[src/rtl/control_sequencer.sv]
// Timing-and-control sequencer for the 16-bit accumulator processor.
// Steps T0..T6 through fetch, decode and execute; outputs decode the step.
module control_sequencer (
    input  logic        clk,
    input  logic        rst,
    input  logic        start,
    input  logic [15:0] ir,
    input  logic        dr_zero,
    output logic [2:0]  bus_sel,
    output logic        ld_ar,
    output logic        ld_pc,
    output logic        ld_dr,
    output logic        ld_ac,
    output logic        ld_ir,
    output logic        inc_ar,
    output logic        inc_pc,
    output logic        inc_dr,
    output logic        inc_ac,
    output logic        clr_ac,
    output logic [1:0]  alu_op,
    output logic        mem_rd,
    output logic        mem_wr,
    output logic        halted,
    output logic [2:0]  sc
);

    localparam logic [2:0] SEL_NONE = 3'd0;
    localparam logic [2:0] SEL_AR   = 3'd1;
    localparam logic [2:0] SEL_PC   = 3'd2;
    localparam logic [2:0] SEL_DR   = 3'd3;
    localparam logic [2:0] SEL_AC   = 3'd4;
    localparam logic [2:0] SEL_IR   = 3'd5;
    localparam logic [2:0] SEL_MEM  = 3'd6;

    logic [2:0] sc_q, sc_d;
    logic       halted_q, halted_d;
    logic       i_flag_q, i_flag_d;
    logic [2:0] op;
    logic       unused_ir;

    assign op        = ir[14:12];
    assign unused_ir = ^{ir[10], ir[8:6], ir[4:1]};
    assign sc        = sc_q;
    assign halted    = halted_q;
    assign mem_rd    = (bus_sel == SEL_MEM);

    // Sequence counter, halt and indirect flags; reset leaves the core halted.
    always_ff @(posedge clk) begin
        if (rst) begin
            sc_q     <= 3'd0;
            halted_q <= 1'b1;
            i_flag_q <= 1'b0;
        end else begin
            sc_q     <= sc_d;
            halted_q <= halted_d;
            i_flag_q <= i_flag_d;
        end
    end

    // Step decode: control strobes for this step and the next sequence state.
    always_comb begin
        sc_d     = sc_q + 3'd1;
        halted_d = halted_q;
        i_flag_d = i_flag_q;
        bus_sel  = SEL_NONE;
        ld_ar    = 1'b0;
        ld_pc    = 1'b0;
        ld_dr    = 1'b0;
        ld_ac    = 1'b0;
        ld_ir    = 1'b0;
        inc_ar   = 1'b0;
        inc_pc   = 1'b0;
        inc_dr   = 1'b0;
        inc_ac   = 1'b0;
        clr_ac   = 1'b0;
        alu_op   = 2'd0;
        mem_wr   = 1'b0;
        if (halted_q) begin
            sc_d = 3'd0;
            if (start) halted_d = 1'b0;
        end else begin
            unique case (sc_q)
                3'd0: begin
                    bus_sel = SEL_PC;
                    ld_ar   = 1'b1;
                end
                3'd1: begin
                    bus_sel = SEL_MEM;
                    ld_ir   = 1'b1;
                    inc_pc  = 1'b1;
                end
                3'd2: begin
                    bus_sel  = SEL_IR;
                    ld_ar    = 1'b1;
                    i_flag_d = ir[15];
                end
                3'd3: begin
                    if (op != 3'd7) begin
                        if (i_flag_q) begin
                            bus_sel = SEL_MEM;
                            ld_ar   = 1'b1;
                        end
                    end else begin
                        sc_d = 3'd0;
                        if (!i_flag_q) begin
                            if (ir[0]) begin
                                halted_d = 1'b1;
                            end else if (ir[11]) begin
                                clr_ac = 1'b1;
                            end else if (ir[9]) begin
                                alu_op = 2'd3;
                                ld_ac  = 1'b1;
                            end else if (ir[5]) begin
                                inc_ac = 1'b1;
                            end
                        end
                    end
                end
                3'd4: begin
                    unique case (op)
                        3'd0, 3'd1, 3'd2, 3'd6: begin
                            bus_sel = SEL_MEM;
                            ld_dr   = 1'b1;
                        end
                        3'd3: begin
                            bus_sel = SEL_AC;
                            mem_wr  = 1'b1;
                            sc_d    = 3'd0;
                        end
                        3'd4: begin
                            bus_sel = SEL_AR;
                            ld_pc   = 1'b1;
                            sc_d    = 3'd0;
                        end
                        3'd5: begin
                            bus_sel = SEL_PC;
                            mem_wr  = 1'b1;
                            inc_ar  = 1'b1;
                        end
                        default: sc_d = 3'd0;
                    endcase
                end
                3'd5: begin
                    unique case (op)
                        3'd0: begin
                            alu_op = 2'd1;
                            ld_ac  = 1'b1;
                            sc_d   = 3'd0;
                        end
                        3'd1: begin
                            alu_op = 2'd2;
                            ld_ac  = 1'b1;
                            sc_d   = 3'd0;
                        end
                        3'd2: begin
                            alu_op = 2'd0;
                            ld_ac  = 1'b1;
                            sc_d   = 3'd0;
                        end
                        3'd5: begin
                            bus_sel = SEL_AR;
                            ld_pc   = 1'b1;
                            sc_d    = 3'd0;
                        end
                        3'd6: inc_dr = 1'b1;
                        default: sc_d = 3'd0;
                    endcase
                end
                3'd6: begin
                    sc_d = 3'd0;
                    if (op == 3'd6) begin
                        bus_sel = SEL_DR;
                        mem_wr  = 1'b1;
                        inc_pc  = dr_zero;
                    end
                end
                default: sc_d = 3'd0;
            endcase
        end
    end

endmodule

[config.mk]
export PLATFORM = sky130hd
export DESIGN_NAME = control_sequencer
export DESIGN_NICKNAME = d
export VERILOG_FILES = /design/src/rtl/control_sequencer.sv
export SDC_FILE = /design/constraint.sdc
export NUM_CORES = 1
export LEC_CHECK = 0
export BUFFER_PORTS_ARGS = -buffer_cell sky130_fd_sc_hd__clkbuf_2
export CORE_UTILIZATION = 43
export CTS_CLUSTER_DIAMETER = 120
export DETAILED_ROUTE_END_ITERATION = 12
export PLACE_DENSITY = 0.79
export REMOVE_ABC_BUFFERS = 1
export SLEW_MARGIN = 25
export SYNTH_ARGS = -nofsm -noshare
export SYNTH_HDL_FRONTEND = slang
export SYNTH_SLANG_ARGS = --single-unit
[constraint.sdc]
create_clock -name clk -period 2.25 [get_ports clk]
set_clock_uncertainty 0.1 [all_clocks]
set_input_delay 0.45 -clock clk [delete_from_list [all_inputs] [get_ports clk]]
set_output_delay 0.45 -clock clk [all_outputs]
set_load 0.005 [all_outputs]
==> results of run 1 <==
==> through the flow <==
| stage | hold slack (ps) | cells | cell area (µm²) | worst slack, ps | utilization, % |
|---|---|---|---|---|---|
| after floorplan | 376 | 93 | 672 | 98.1 | - |
| after global placement | 402 | 153 | 942 | 47.6 | 62.5 |
| after detailed placement | 421 | 153 | 942 | 16.7 | 62.5 |
| after CTS | 284 | 161 | 1090 | -164 | 72.4 |
| after global routing | 303 | 166 | 1200 | -214 | 79.5 |
| final | 291 | 166 | 1200 | -140 | 79.5 |
==> worst register-to-register path, cell delays in order, from the launching register on <==
cell and delay (ps):
dfxtp_2 360, buf_6 150, inv_8 50, ha_4 180
o21ba_2 220, a31o_4 220, nor3b_1 330, nor3b_1 110
==> cell type report <==
class                      instances  area (µm²)  area share [%]
clock buffer                       4        26.3            2.19
multi-input combinational         80         674            56.3
tap                               16        20.0            1.67
timing repair buffer              53         333            27.8
sequential                         5         104            8.67
inverter                           8        40.0            3.34
==> synthesized netlist by cell type (all sizes together) <==
cell and number:
nand2 10, nor2 10, a21oi 8, inv 8
clkbuf 7, ha 6, dfxtp 5, nor3 5
nor3b 4, nor4 4, and3 3, nand3 3
o21a 3, mux2i 2, nand2b 2, nor4b 2
o21ai 2, or3b 2, a211oi 1, a21o 1
a31o 1, a41o 1, and2 1, and3b 1
nand3b 1, o2111a 1, o21ba 1, o221a 1
o221ai 1, o22ai 1, o31a 1, o31ai 1
==> layout by cell type (no fill, tap or decap), types with 2 or more instances in the layout <==
master    Yosys  final
buf_6         0      4
and3_1        3      2
nor3b_1       4      3
nor3_1        5      3
ha_4          0      5
nand3_1       3      3
nor2_1       10      9
nand2_1      10      9
o21a_1        3      3
nor4_1        4      4
clkbuf_4      0      3
o21ai_0       2      2
a21oi_2       0      2
inv_1         8      6
clkbuf_2      0     30
buf_4         0     17
buf_2         0      2
dfxtp_1       5      2
dfxtp_2       0      3
nand2b_1      2      2
a21oi_1       8      6
==> logic make-up after synthesis <==
group	after synthesis	synth area share, %
AND/OR/NAND/NOR	48	39.6
AO/OA/AOI/OAI	24	24.4
buffers and inverters	15	8.07
adder cells (fa/ha/maj)	6	10.8
flip-flops	5	14.3
multiplexers	2	2.87
==> how the worst max path moves through the flow <==
| stage | to | slack (ps) | depth (start not counted) |
|---|---|---|---|
| 6_report | mem_wr | -140 | 9 |
| 5_1_grt | mem_wr | -210 | 9 |
| 4_1_cts | alu_op[0] | -160 | 6 |
| 3_5_place_dp | alu_op[0] | 20 | 6 |
| 3_3_place_gp | ld_ac | 50 | 6 |
| 2_1_floorplan | alu_op[0] | 100 | 5 |
==> registers in the layout, summed over array words and instances, names as in the netlist <==
| register | cells |
|---|---|
| halted | 1 |
| i_flag_q | 1 |
| sc | 3 |
==> power groups by stage <==
stage	sequential, mW	clock, mW	combinational (mW)
4_1_cts	0.0982	0.106	0.103
2_1_floorplan	0.0987	0	0.0406
3_5_place_dp	0.0987	0	0.0901
5_1_grt	0.0994	0.114	0.138
6_report	0.0988	0.109	0.131
3_3_place_gp	0.0984	0	0.0874
==> metal layers <==
| metal | part of all wire [%] | GRT usage, % | vias up | routed length (µm) |
|---|---|---|---|---|
| li1 | - | - | 462 | - |
| met1 | 41 | 34.7 | 448 | 1160 |
| met2 | 46 | 46.2 | 79 | 1320 |
| met3 | 7.6 | 6.90 | 22 | 217 |
| met4 | 5.3 | 16.3 | 0 | 150 |
| met5 | 0 | 0 | - | 0 |
==> timing repair <==
item,4_1_cts,5_1_grt
setup buffers,4,5
pin swaps,12,10
resized for setup,22,17
endpoints found under the setup margin,9,11
==> key figures, run 1 <==
Routing
  • DRT Wirelength: 2850 µm
  • Post-DRT Antenna Nets: 0
  • DR iter-0 viols: 51
  • Wire per inst: 17.1 µm
  • Iteration count of the initial detailed-routing pass: 4
  • DR DRC count: 0
  • Via Count: 1011
  • Vias/cell: 6.09

CTS
  • CTS H-tree depth: 1
  • CTS Root Cell: clkbuf_4
  • Clk sink count: 5
  • Reg clk slew, reported paths: 50 ps
  • CTS tree: built
  • Hold-fix buffers, CTS: 0
  • Total CTS buffers: 3
  • Max clock buf depth: 2
  • Worst skew pair latency: 250 ps

Synth
  • Area leader, netlist: dfxtp_1
  • Top post-synthesis cells by area: dfxtp_1 14%, ha_1 11%, a21oi_1 5.7%
  • Register area share after synthesis: 14.3%
  • Synth Cell Area: 698 µm²
  • Gate Count Post-Synth: 100
  • Synth warn: 0
  • Netlist cell types: 34
  • Syn avg cell area: 6.98 µm²
  • Synth top area share: 14.3%
  • FF+latch count, synth: 5

Pwr
  • Leak: 0.538 nW
  • Switching share of power: 34.9%
  • Pint: 0.221 mW
  • Combinational power share: 38.6%
  • Worst IR drop on VDD: 0.494 mV
  • Clk pwr share: 32.3%
  • Reported net switching power: 0.118 mW
  • Final Power: 0.339 mW
  • Seq pwr share: 29.1%
  • PwrDens: 283 nW/µm²

Worst hold path
  • Hold EP: i_flag_q
  • HP Class: input port to flip-flop
  • Worst hold start: rst
  • Hold Crit Depth: 2

Global route
  • Initial antenna violation count: 0
  • First-pass GRT wire length: 3970 µm
  • Gr usage total: 28.7%
  • Vias in the first global route: 904
  • Largest net degree at the start of global routing: 14
  • GR Overflow Total: 0

Floorplanning
  • Initial Utilization: 46.3%
  • Die height: 42.3 µm
  • I/O pin count: 41
  • Die footprint: 1790 µm²
  • Core area: 1510 µm²
  • Core Rows: 14
  • Die Wd: 42.3 µm

Place
  • Port-buffer cells: 32
  • RePlAce Congestion: 0.920
  • Dpl hpwl: 1630 µm

Final layout
  • Net count, final: 177
  • ANT cells: 0
  • Layout cells sized above 1: 53.3%
  • Fill cells: 107
  • Synth-to-Final Area Change: 71.5%

Timing
  • Min cycle time layout: 2390 ps
  • PnR worst setup slack: -140 ps
  • Post-route setup TNS: -774 ps
  • Relative slew margins: 77.5%
  • Worst-Margin Slew: 336 ps
  • Final Setup Violations: 9
  • Max Clock Freq: 418 MHz
  • RSZ-0062 raised after global routing: yes
  • Period utilization: 106%
  • Final Hold Viols: 0
  • Slew Viols, Final: 0

Worst setup path
  • Critical path origin: sc[0]
  • Crit-path max FO: 5
  • Worst path bufs/invs: 4
  • Critical Path Max Stage Delay: 340 ps
  • Family with the most delay on the worst path: buffers and inverters
  • Startpoint class of the critical path: flip-flop
  • Worst EP arrival: 1840 ps
  • Critical Path Sink Type: primary output
  • Worst R2R End: sc[1]
  • Setup CP Type: flip-flop to primary output
  • Reg2reg start: sc[0]
  • Most common cell on crit path: buf_6
  • CP Cell Sequence: buf_6 > inv_8 > ha_4 > buf_6 > nand2_4 > o22ai_1 > a21oi_1 > nor4_1 > buf_2
  • R2r setup slk: 400 ps
  • Max stage delay cell, worst path: dfxtp_2
  • R2R cell count: 7
  • Crit path required time: 1700 ps

Job
  • Max Cap Violations: 0

Status
  • Status: finished, violations left
  • Failing checks: negative setup slack
Note: power is estimated with default switching activity, not from simulation.
==> run 2, diff against run 1 <==
==> constraint.sdc (replaced) <==
create_clock -name clk -period 2.25 [get_ports clk]
set_clock_uncertainty 0.1 [all_clocks]
set_input_delay 0.225 -clock clk [delete_from_list [all_inputs] [get_ports clk]]
set_output_delay 0.225 -clock clk [all_outputs]
set_load 0.005 [all_outputs]
==> run 2 against run 1 <==
The run now ends clean; sequential power shrank 1%; register-to-register slack gained 70 ps; combinational power shrank 36%; via count shrank 15%; design area shrank 21%; wire length shrank 30%; sequential share of layout area grew 2.7 points; worst setup slack gained 230 ps; clock-buffer cell count is the same; global-route usage shrank 6.0 points; critical endpoint is now alu_op[0]; largest cell class unchanged; highest routed layer unchanged.
==> key figures, run 2 (same netlist as run 1, synthesis figures left out) <==
Status
  • Status: complete, no violations

Worst hold path
  • Hold EP: i_flag_q
  • HP Class: input port to flip-flop
  • Worst hold start: rst
  • Hold Crit Depth: 2

Pwr
  • Worst IR drop on VDD: 0.329 mV
  • Combinational power share: 28.3%
  • Leak: 0.434 nW
  • Pint: 0.195 mW
  • Seq pwr share: 33.1%
  • Switching share of power: 33.9%
  • PwrDens: 310 nW/µm²
  • Clk pwr share: 38.6%
  • Reported net switching power: 0.0999 mW

CTS
  • Total CTS buffers: 3
  • Max clock buf depth: 2
  • CTS H-tree depth: 1
  • Reg clk slew, reported paths: 50 ps
  • CTS tree: built
  • CTS Root Cell: clkbuf_4
  • Hold-fix buffers, CTS: 0
  • Clk sink count: 5
  • Worst skew pair latency: 260 ps

Floorplanning
  • Core area: 1510 µm²
  • Die height: 42.3 µm
  • I/O pin count: 41
  • Initial Utilization: 46.3%
  • Core Rows: 14
  • Die Wd: 42.3 µm
  • Die footprint: 1790 µm²

Place
  • Port-buffer cells: 32
  • RePlAce Congestion: 0.887
  • Dpl hpwl: 1480 µm
  • Post-Place Cell Area: 867 µm²

Timing
  • Final Hold Viols: 0
  • Post-route setup TNS: 0 ps
  • Period utilization: 95.9%
  • Min cycle time layout: 2160 ps
  • Worst-Margin Slew: 451 ps
  • Final Setup Violations: 0
  • Max Clock Freq: 463 MHz
  • Relative slew margins: 69.9%
  • Slew Viols, Final: 0

Job
  • Max Cap Violations: 0

Routing
  • Vias/cell: 5.79
  • DR iter-0 viols: 32
  • Via Count: 862
  • DRT Wirelength: 1980 µm
  • Post-DRT Antenna Nets: 0
  • Iteration count of the initial detailed-routing pass: 4
  • Wire per inst: 13.3 µm
  • DR DRC count: 0

Worst setup path
  • Worst R2R End: sc[2]
  • Crit path required time: 1920 ps
  • R2r setup slk: 470 ps
  • Crit-path max FO: 5
  • Worst EP arrival: 1830 ps
  • Reg2reg start: sc[0]
  • Setup CP Type: flip-flop to primary output
  • Startpoint class of the critical path: flip-flop
  • Critical Path Sink Type: primary output
  • R2R cell count: 6

Global route
  • Vias in the first global route: 722
  • Gr usage total: 22.7%
  • Largest net degree at the start of global routing: 16
  • GR Overflow Total: 0
  • Initial antenna violation count: 0
  • First-pass GRT wire length: 3240 µm

Final layout
  • Most frequent cells in the layout: 32 x clkbuf_2, 10 x nand2_1, 9 x nor2_1
  • Net count, final: 160
  • Commonest non-fill, non-tap cell in the layout: clkbuf_2
  • Fill cells: 143
  • Post-layout instance area: 948 µm²
  • Synth-to-Final Area Change: 35.8%
  • Util after Layout: 63.0%
  • Layout cells sized above 1: 39.1%
  • Number of flip-flops in the largest register: 3
  • ANT cells: 0
-- run 2: routing by layer --
layer / vias to the layer above / wire length (µm) / GRT usage [%] / part of all wire [%]
li1: 426 / - / - / -
met1: 382 / 862 / 32.0 / 43
met2: 48 / 917 / 35.4 / 46
met3: 6 / 156 / 4.74 / 7.9
met4: 0 / 46 / 5.00 / 2.3
met5: - / 0 / 0 / 0
-- run 2: how the worst max path moves through the flow --
stage / from / cells past startpoint / slack, ps / end
detailed placement: sc[0] / 6 / 120 / alu_op[0]
global placement: sc[0] / 6 / 140 / ld_ac
floorplan: sc[0] / 5 / 320 / alu_op[0]
CTS: sc[0] / 7 / 10 / mem_rd
finish: sc[0] / 6 / 90 / alu_op[0]
global route: sc[0] / 6 / -8 / alu_op[1]
-- run 2: final cells by class --
type                       count  area, µm²  share of cell area (%)
tap                           16       20.0                    2.11
sequential                     5        108                    11.3
inverter                       8       30.0                    3.17
multi-input combinational     80        574                    60.6
timing repair buffer          36        190                    20.1
clock buffer                   4       26.3                    2.77
-- run 2: critical path, cell delays in order (launching register included) --
cell and delay (ps):
dfxtp_4 370, ha_4 150, ha_4 130, or3b_4 410, nor4b_4 260, o21a_1 150
clkbuf_2 100
-- run 2: stage by stage --
| step | instances | power, mW | setup WS, ps | hold slack [ps] |
|---|---|---|---|---|
| after global placement | 143 | 0.175 | 142 | 299 |
| after global routing | 149 | 0.311 | -8.26 | 55.7 |
| after detailed placement | 143 | 0.179 | 123 | 305 |
| after floorplan | 93 | 0.139 | 323 | 197 |
| final | 149 | 0.294 | 91.8 | 44.1 |
| after CTS | 148 | 0.286 | 12.0 | 52.5 |
-- run 2: what timing repair did --
action                     in CTS  in global routing
buffers inserted                1                  1
resized for setup               7                  5
setup endpoints to repair       6                  5
pin swaps                       4                  2
-- run 2: power by group through the flow --
| stage | combinational (mW) | clock, mW | sequential (mW) |
|---|---|---|---|
| 2_1_floorplan | 0.0406 | 0 | 0.0987 |
| 3_3_place_gp | 0.0756 | 0 | 0.0999 |
| 3_5_place_dp | 0.0787 | 0 | 0.0999 |
| 4_1_cts | 0.0808 | 0.107 | 0.0983 |
| 5_1_grt | 0.0917 | 0.121 | 0.0980 |
| 6_report | 0.0833 | 0.114 | 0.0975 |
==> run 3, diff against run 2 <==
CORE_MARGIN = 3   (was default)
REMOVE_ABC_BUFFERS = default   (was 1)
==> run 3 against run 2 <==
Design area up 3.3%; global-route usage is 2.5 points lower; critical path depth is the same; non-clock buffer count is 1 higher; combinational power is 8.2% higher; flip-flop and latch count did not move; power is 0.36% lower; utilization rose by 6.3 points; maximum frequency decreased by 0.22%; final cell count stayed put; largest cell class unchanged; via count decreased by 1.0%.
==> key figures, run 3 (same netlist as run 1, synthesis figures left out) <==
Status
  • Status: complete, no violations

Final layout
  • Commonest non-fill, non-tap cell in the layout: clkbuf_2
  • Layout cells sized above 1: 42.5%
  • Fill cells: 128
  • Reg area: 105 µm²
  • Util after Layout: 69.2%
  • Net count, final: 161
  • ANT cells: 0
  • Most frequent cells in the layout: 29 x clkbuf_2, 10 x nor2_1, 9 x nand2_1
  • Footprint of the multi-input gates: 598 µm²
  • Synth-to-Final Area Change: 40.3%
  • Number of flip-flops in the largest register: 3

Worst hold path
  • Hold EP: i_flag_q
  • Worst hold start: rst
  • Hold Crit Depth: 2
  • HP Class: input port to flip-flop

Place
  • RePlAce Congestion: 0.854
  • Dpl hpwl: 1460 µm
  • Port-buffer cells: 32

Worst setup path
  • Critical Path Sink Type: primary output
  • R2r setup slk: 500 ps
  • Startpoint class of the critical path: flip-flop
  • Worst EP arrival: 1840 ps
  • Worst R2R End: sc[1]
  • Reg2reg start: sc[0]
  • Max stage delay cell, worst path: or3b_4
  • Crit-path max FO: 4
  • Most common cell on crit path: ha_4
  • Setup CP Type: flip-flop to primary output
  • Family with the most delay on the worst path: simple AND/OR/NAND/NOR gates
  • Worst path bufs/invs: 1
  • Crit path required time: 1920 ps
  • CP Cell Sequence: ha_4 > ha_4 > or3b_4 > nor4b_4 > o21a_1 > clkbuf_2
  • R2R cell count: 6
  • Critical Path Max Stage Delay: 400 ps

Pwr
  • Worst IR drop on VDD: 0.386 mV
  • PwrDens: 299 nW/µm²
  • Final Power: 0.293 mW
  • Leak: 0.447 nW

Floorplanning
  • Die height: 46.3 µm
  • I/O pin count: 41
  • Core area: 1420 µm²
  • Die Wd: 46.3 µm
  • Die footprint: 2140 µm²
  • Core Rows: 13
  • Initial Utilization: 49.3%

CTS
  • Clk sink count: 5
  • Hold-fix buffers, CTS: 0
  • Max clock buf depth: 2
  • CTS tree: built
  • CTS H-tree depth: 1
  • Total CTS buffers: 3
  • CTS Root Cell: clkbuf_4
  • Worst skew pair latency: 250 ps
  • Reg clk slew, reported paths: 50 ps

Routing
  • Via Count: 853
  • Wire per inst: 12.9 µm
  • Iteration count of the initial detailed-routing pass: 4
  • DRT Wirelength: 1920 µm
  • Vias/cell: 5.72
  • Post-DRT Antenna Nets: 0
  • DR iter-0 viols: 14
  • DR DRC count: 0

Timing
  • Final Setup Violations: 0
  • Worst-Margin Slew: 460 ps
  • Min cycle time layout: 2160 ps
  • Relative slew margins: 69.3%
  • Max Clock Freq: 462 MHz
  • Slew Viols, Final: 0
  • RSZ-0062 raised after global routing: yes
  • Period utilization: 96.1%
  • Final Hold Viols: 0

Global route
  • Gr usage total: 20.2%
  • GR Overflow Total: 0
  • Largest net degree at the start of global routing: 16
  • Vias in the first global route: 743
  • Initial antenna violation count: 0
  • First-pass GRT wire length: 3160 µm

Job
  • Max Cap Violations: 0

Synth
  • Mapped Nets: 126
-- run 3: repair_timing --
action	CTS	global route
endpoints found under the setup margin	5	7
setup buffers	0	1
pin swaps	5	3
gates resized for setup	7	13
-- run 3: worst max path at each step --
stage,from,endpoint,depth (start not counted)
after floorplan,sc[2],mem_rd,6
after global placement,sc[1],alu_op[1],6
after detailed placement,sc[1],alu_op[1],6
after CTS,sc[1],alu_op[1],6
after global routing,sc[0],mem_wr,8
final,sc[1],ld_ac,6
-- run 3: report_power, final --
part / leakage (nW) / switching, mW / internal (mW) / total, mW
Sequential: 0.0420 / 0.00627 / 0.0911 / 0.0974
Clock: 0.0150 / 0.0388 / 0.0672 / 0.106
Combinational: 0.390 / 0.0490 / 0.0410 / 0.0901
-- run 3: routing by layer --
metal,up-vias,GRT usage (%),share of wire (%)
met5,-,0,0
met4,0,1.70,0.57
met3,2,5.86,6.7
met2,34,34.1,48
met1,386,26.1,45
li1,431,-,-
-- run 3: area by class of cell --
class                           count  share of cell area [%]
Multi-Input combinational cell     80                    61.0
Timing Repair Buffer               37                    20.6
Inverter                            8                    3.07
Sequential cell                     5                    10.7
Tap cell                           15                    1.92
Clock buffer                        4                    2.68
-- run 3: per-stage QoR --
| step | area, µm² | setup slack (ps) | hold WS (ps) | TNS [ps] | cells |
|---|---|---|---|---|---|
| CTS | 937 | 0.0413 | 45.4 | 0 | 148 |
| finish | 980 | 87.0 | 53.1 | 0 | 149 |
| global route | 980 | -54.7 | 37.6 | -107 | 149 |
| detailed placement | 881 | 153 | 304 | 0 | 144 |
| floorplan | 698 | 276 | 197 | 0 | 100 |
| global placement | 881 | 190 | 303 | 0 | 144 |
